--- src/rtl/full_adder_pkg.sv ---
// rtl/full_adder_pkg.sv - shared widths and arithmetic helpers for the full adder slice
package full_adder_pkg;

    localparam int POP_W = 2;

    typedef logic [POP_W-1:0] pop_t;

    function automatic pop_t popcount3(input logic a, input logic b, input logic c);
        return pop_t'({1'b0, a}) + pop_t'({1'b0, b}) + pop_t'({1'b0, c});
    endfunction

    // Arithmetic weight of a {carry, sum} result pair: 2*carry + sum.
    function automatic pop_t weigh(input logic s, input logic co);
        return {co, s};
    endfunction

endpackage

--- src/rtl/full_adder_if.sv ---
// rtl/full_adder_if.sv - operand/result bundle between the adder cell and its registered stage
interface full_adder_if;

    logic a;
    logic b;
    logic c;
    logic in_valid;
    logic sum;
    logic carry;
    logic sum_q;
    logic carry_q;
    logic out_valid;
    logic chk_err;

    modport master (
        output a, b, c, in_valid,
        input  sum, carry, sum_q, carry_q, out_valid, chk_err
    );

    modport slave (
        input  a, b, c, in_valid, sum, carry,
        output sum_q, carry_q, out_valid, chk_err
    );

endinterface

--- src/rtl/full_adder_half_adder.sv ---
// rtl/full_adder_half_adder.sv - one-bit half adder building block
module half_adder (
    input  logic a,
    input  logic b,
    output logic sum,
    output logic carry
);

    assign sum   = a ^ b;
    assign carry = a & b;

endmodule

--- src/rtl/full_adder_reg.sv ---
// rtl/full_adder_reg.sv - valid-qualified result register with sticky arithmetic consistency check
module full_adder_reg
    import full_adder_pkg::*;
(
    input  logic          clk,
    input  logic          reset,
    full_adder_if.slave   bus
);

    logic sum_r;
    logic carry_r;
    logic valid_r;
    logic err_r;
    pop_t pop_r;

    // The input popcount travels with the result so the check is independent of the adder gates.
    always_ff @(posedge clk) begin
        if (reset) begin
            sum_r   <= 1'b0;
            carry_r <= 1'b0;
            valid_r <= 1'b0;
            err_r   <= 1'b0;
            pop_r   <= '0;
        end else begin
            if (bus.in_valid) begin
                sum_r   <= bus.sum;
                carry_r <= bus.carry;
                pop_r   <= popcount3(bus.a, bus.b, bus.c);
            end
            valid_r <= bus.in_valid;
            if (valid_r && (weigh(sum_r, carry_r) != pop_r)) begin
                err_r <= 1'b1;
            end
        end
    end

    assign bus.sum_q     = sum_r;
    assign bus.carry_q   = carry_r;
    assign bus.out_valid = valid_r;
    assign bus.chk_err   = err_r;

endmodule

--- src/rtl/full_adder.sv ---
// rtl/full_adder.sv - one-bit full adder with optional registered, self-checked output stage
module full_adder #(
    parameter bit REG_OUT = 1'b1
) (
    input  logic a,
    input  logic b,
    input  logic c,
    output logic sum,
    output logic carry,
    input  logic clk,
    input  logic reset,
    input  logic in_valid,
    output logic sum_q,
    output logic carry_q,
    output logic out_valid,
    output logic chk_err
);

    logic s0;
    logic c0;
    logic c1;

    half_adder u_ha0 (
        .a     (a),
        .b     (b),
        .sum   (s0),
        .carry (c0)
    );

    half_adder u_ha1 (
        .a     (s0),
        .b     (c),
        .sum   (sum),
        .carry (c1)
    );

    assign carry = c0 | c1;

    generate
        if (REG_OUT) begin : g_reg
            full_adder_if u_bus ();

            assign u_bus.a        = a;
            assign u_bus.b        = b;
            assign u_bus.c        = c;
            assign u_bus.in_valid = in_valid;
            assign u_bus.sum      = sum;
            assign u_bus.carry    = carry;

            full_adder_reg u_reg (
                .clk   (clk),
                .reset (reset),
                .bus   (u_bus.slave)
            );

            assign sum_q     = u_bus.sum_q;
            assign carry_q   = u_bus.carry_q;
            assign out_valid = u_bus.out_valid;
            assign chk_err   = u_bus.chk_err;
        end else begin : g_noreg
            assign sum_q     = 1'b0;
            assign carry_q   = 1'b0;
            assign out_valid = 1'b0;
            assign chk_err   = 1'b0;
        end
    endgenerate

endmodule

--- config.mk ---
export PLATFORM = sky130hd
export DESIGN_NAME = full_adder
export DESIGN_NICKNAME = d
export VERILOG_FILES = /design/src/rtl/full_adder_pkg.sv /design/src/rtl/full_adder_if.sv /design/src/rtl/full_adder_half_adder.sv /design/src/rtl/full_adder_reg.sv /design/src/rtl/full_adder.sv
export SDC_FILE = /design/constraint.sdc
export NUM_CORES = 1
export LEC_CHECK = 0
export CAP_MARGIN = 30
export CORE_AREA = 2 2 39 41
export DETAILED_ROUTE_END_ITERATION = 10
export DIE_AREA = 0 0 41 43
export PLACE_DENSITY = 0.35
export SYNTH_ARGS = -nofsm -noshare
export SYNTH_HDL_FRONTEND = slang
export SYNTH_SLANG_ARGS = --single-unit
--- constraint.sdc ---
create_clock -name clk -period 1.2 [get_ports clk]
set_input_delay 0.24 -clock clk [delete_from_list [all_inputs] [get_ports clk]]
set_output_delay 0.24 -clock clk [all_outputs]
set_load 0.005 [all_outputs]
==> results of run 1 <==
power by group:
group	switching (W)	internal [W]	total [W]
Sequential	0.00000273	0.000141	0.000144
Combinational	0.0000222	0.0000413	0.0000635
Clock	0.0000478	0.000111	0.000159
Total	0.0000727	0.000294	0.000366
cell families after synthesis:
group	Yosys count	share of synthesized area
and+or+nand+nor	4	0.143
muxes	2	0.143
adders and majority gates	1	0.143
DFF	4	0.571
registers in the layout (all words and copies together), names as in the netlist:
signal,flops
g_reg.u_reg.pop_r,2
g_reg.u_reg.bus.chk_err,1
g_reg.u_reg.bus.out_valid,1
synthesized netlist by cell type:
master	instances	share of area
dfxtp_1	4	0.57
mux2i_1	2	0.14
nor2b_1	2	0.089
nor2_1	2	0.054
fa_1	1	0.14
layer usage:
metal,GRT usage,up-vias,part of all wire
met5,0,-,0
met1,0.0484,51,0.41
met4,0.0400,0,0
li1,-,64,-
met2,0.0531,12,0.34
met3,0.0681,0,0.25
per-stage QoR:
step,setup TNS [ns],util,hold slack [ns]
3_5_place_dp,-2.02,0.195,0.460
5_1_grt,-0.0669,0.204,0.484
4_1_cts,-0.0588,0.200,0.454
3_3_place_gp,-1.96,0.195,0.453
2_1_floorplan,0,-,0.312
6_report,-0.0493,0.204,0.454
path summary, 6_finish.rpt:
check | slack [ns] | start | cells after the start | to
max | -0.05 | c | 3 | sum
max reg2reg | 0.62 | g_reg.u_reg.pop_r[0] | 2 | g_reg.u_reg.pop_r[0]
min | 0.45 | c | 4 | g_reg.u_reg.pop_r[1]
min reg2reg | 0.46 | g_reg.u_reg.bus.chk_err | 1 | g_reg.u_reg.bus.chk_err
what timing repair did:
item / CTS / global route
pin swaps: 1 / 0
hold buffers: 0 / 0
cloned: 0 / 0
resized for setup: 24 / 1
endpoints found under the setup margin: 7 / 1
worst max-delay path, cell delays in order:
cell and delay, ns:
buf_6 0.09, fa_2 0.58, buf_6 0.10
cell type report:
class,count,area (um^2),area share
Multi-Input combinational cell,7,62.6,0.221
Tap cell,16,20.0,0.0708
Sequential cell,4,80.1,0.283
Clock buffer,3,22.5,0.0796
Timing Repair Buffer,11,97.6,0.345
==> results.ini, run 1 <==
[synthesis]
ys_warn_count = 0
yosys.cell_types.count = 5
synthCells = 11
syn_nets = 18
ys_seq_area_frac = 0.571
ys_seq_elements = 4
synth_area_um2 = 140
syn_avg_cell_area_um2 = 12.7

[die]
die_h_um = 43
fp.coreArea_um2 = 1380
die_x_um = 41
row_count = 14
start_util = 0.101
die_area_um2 = 1760
ios = 12

[finish]
fin_area_um2 = 283
final_cell_mix = dfxtp_1, dlygate4sd2_1, clkbuf_4
drive_above_1_share = 0.320
syn_to_final_growth_pct = 102
nFillCells = 153
nets = 34
antennaDiodeCount = 0
fin_cells = 41

[drt]
drcViolationCount = 0
vias = 127
first_iter_violations = 0
wl_per_cell_um = 8.32
firstDrtPassIters = 1
ant_nets = 0
wl_um = 341
vias_per_cell = 3.10

[cts]
cts_setup_buffers = 0
cts-root-buf = clkbuf_4
cts-htree-levels = 1
cts_tree = done
numCtsBuffers = 3
clkTransAtPathRegs_ns = 0.03
clk_latency_ns = 0.23
cts_buffer_depth = 2
clkSinkCount = 4

[worst_setup_path]
cp.required_ns = 0.96
cp-start-kind = input port
cp.arrival_ns = 1.01
critPathKind = in2out
cp-end-kind = output port
path_max_fanout = 2

[sta]
clock_skew_ns = 0
fin_crit_ns = 1.25
maxSlewViolCount = 0
worst_slew_pin_slew_ns = 0.129
setup_ws_ns = -0.0493
finalCritPeriodShare = 1.04
max_freq_mhz = 800
maxSlewHeadroom = 0.912
hold_violations = 0
rsz0062_at_grt = yes
setup_viol = 1

[place]
dpl_cell_area_um2 = 270
numPortBuffers = 11
place_worst_setup_slack_ns = -0.813
place_congestion = 0.543
place_inst = 38

[global_route]
grt_max_degree = 5
antenna_found_initial = 0
grt_pass1_vias = 127
grt-ovfl-total = 0
grt.total_usage = 0.0513
grt_pass1_wl_um = 517

[power_and_ir_drop]
total_power_w = 0.000366
p_leak_nw = 0.135
ir_worst_vdd_mv = 0.598
power_density_nw_per_um2 = 1300

[min_path]
worst_hold_path_type = in2reg

[outcome]
violations = setup timing
status = complete, but fails checks

[flow_run]
cap_violations = 0

Power figures use the tool's default switching activity.
==> inputs of run 2 (changes only) <==
PLACE_DENSITY = not set   (was 0.35)
PLACE_DENSITY_LB_ADDON = 0.12   (was not set)
==> results.ini, run 2 (synthesized netlist as in run 1, its figures left out) <==
[drt]
drcViolationCount = 0
vias = 132
first_iter_violations = 1
dr.max_layer_used = met3
wl_um = 330
wl_met2_um = 131
firstDrtPassIters = 2
wl_met1_um = 152
vias_per_cell = 3.07
ant_nets = 0
wl_per_cell_um = 7.67
wl_met3_um = 46

[min_path]
hold_path.startpoint = c
worst_hold_path_type = in2reg

[cts]
hold_buffers = 0
clkTransAtPathRegs_ns = 0.04
clk_latency_ns = 0.23
numCtsBuffers = 3
cts_buffer_depth = 2
cts_tree = done
cts-root-buf = clkbuf_4
clkSinkCount = 4
cts-htree-levels = 1

[die]
die_area_um2 = 1760
row_count = 14
fp.coreArea_um2 = 1380
die_h_um = 43
start_util = 0.101
ios = 12
die_x_um = 41

[worst_setup_path]
reg2reg_to = g_reg.u_reg.pop_r[0]
critPathKind = in2out
reg2reg_depth = 2
cp-start-kind = input port
cp-end-kind = output port
timing.rr.start = g_reg.u_reg.pop_r[0]
cp.arrival_ns = 1.00
crit_start = c
path_max_fanout = 2
cp.required_ns = 0.96
endpoint = sum
r2r_setup_slack_ns = 0.60

[sta]
maxSlewHeadroom = 0.898
setup_viol = 1
max_freq_mhz = 807
worst_slew_pin_slew_ns = 0.149
maxSlewViolCount = 0
finalCritPeriodShare = 1.03
clock_skew_ns = 0
rsz0062_at_grt = yes
fin_crit_ns = 1.24
setup_ws_ns = -0.0386
fin_hold_ws_ns = 0.448
hold_violations = 0

[global_route]
antenna_found_initial = 0
grt_max_degree = 5
grt.total_usage = 0.0503
grt_pass1_wl_um = 462
grt-ovfl-total = 0
grt_pass1_vias = 120

[finish]
final_cell_mix = dfxtp_1, dlygate4sd2_1, clkbuf_4, buf_2
post-route-util = 0.207
syn_to_final_growth_pct = 104
drive_above_1_share = 0.407
nFillCells = 159
top_register = g_reg.u_reg.pop_r
regArea_um2 = 80.1
largest_reg_flops = 2
multi_input_area_um2 = 62.6
nets = 36
antennaDiodeCount = 0

[power_and_ir_drop]
p_leak_nw = 0.142
ir_worst_vdd_mv = 0.534
power_density_nw_per_um2 = 1310

[place]
place_congestion = 0.550
numPortBuffers = 11

[outcome]
violations = setup timing
status = complete, but fails checks

[flow_run]
cap_violations = 0

-- run 2: critical path: stages --
cell,delay [ns]
buf_6,0.09
fa_2,0.56
buf_2,0.11
-- run 2: how the worst min path moves through the flow --
stage                              endpoint  slack [ns]  depth (start not counted)
floorplan           g_reg.u_reg.bus.chk_err        0.31                          1
global placement    g_reg.u_reg.bus.chk_err        0.46                          1
detailed placement  g_reg.u_reg.bus.chk_err        0.46                          1
CTS                 g_reg.u_reg.bus.chk_err        0.46                          1
global route        g_reg.u_reg.bus.chk_err        0.48                          1
finish                 g_reg.u_reg.pop_r[1]        0.45                          4
-- run 2: power breakdown --
part           switching, W  leakage (nW)  total [W]  internal, W
logic             0.0000233        0.0953  0.0000680    0.0000446
clock network     0.0000528        0.0138   0.000165     0.000112
registers        0.00000234        0.0329   0.000143     0.000141
total             0.0000785         0.142   0.000376     0.000297
-- run 2: area by class of cell --
type,count,share of cell area
well taps,16,0.0699
multi-input cells,7,0.218
repair buffers,13,0.354
flip-flops and latches,4,0.279
clock buffers,3,0.0786
-- run 2: per-layer routing --
layer	up-vias	GRT usage
li1	68	-
met1	57	0.0484
met2	7	0.0438
met3	0	0.0785
met4	0	0.0400
met5	-	0
-- run 2: repair_timing --
action | 4_1_cts | 5_1_grt
endpoints found under the setup margin | 7 | 2
gates cloned | 0 | 0
gates resized for setup | 22 | 2
setup buffers | 1 | 0
pin swaps | 1 | 1
-- run 2: metrics by stage --
step / std cells / power (W) / cell area, um^2 / TNS (ns) / setup WS (ns)
2_1_floorplan: 11 / 0.000164 / 140 / 0 / 0.167
5_1_grt: 43 / 0.000409 / 287 / -0.0647 / -0.0647
3_3_place_gp: 39 / 0.000222 / 278 / -2.02 / -0.768
6_report: 43 / 0.000376 / 287 / -0.0386 / -0.0386
3_5_place_dp: 39 / 0.000223 / 278 / -2.08 / -0.782
4_1_cts: 43 / 0.000388 / 285 / -0.0947 / -0.0947
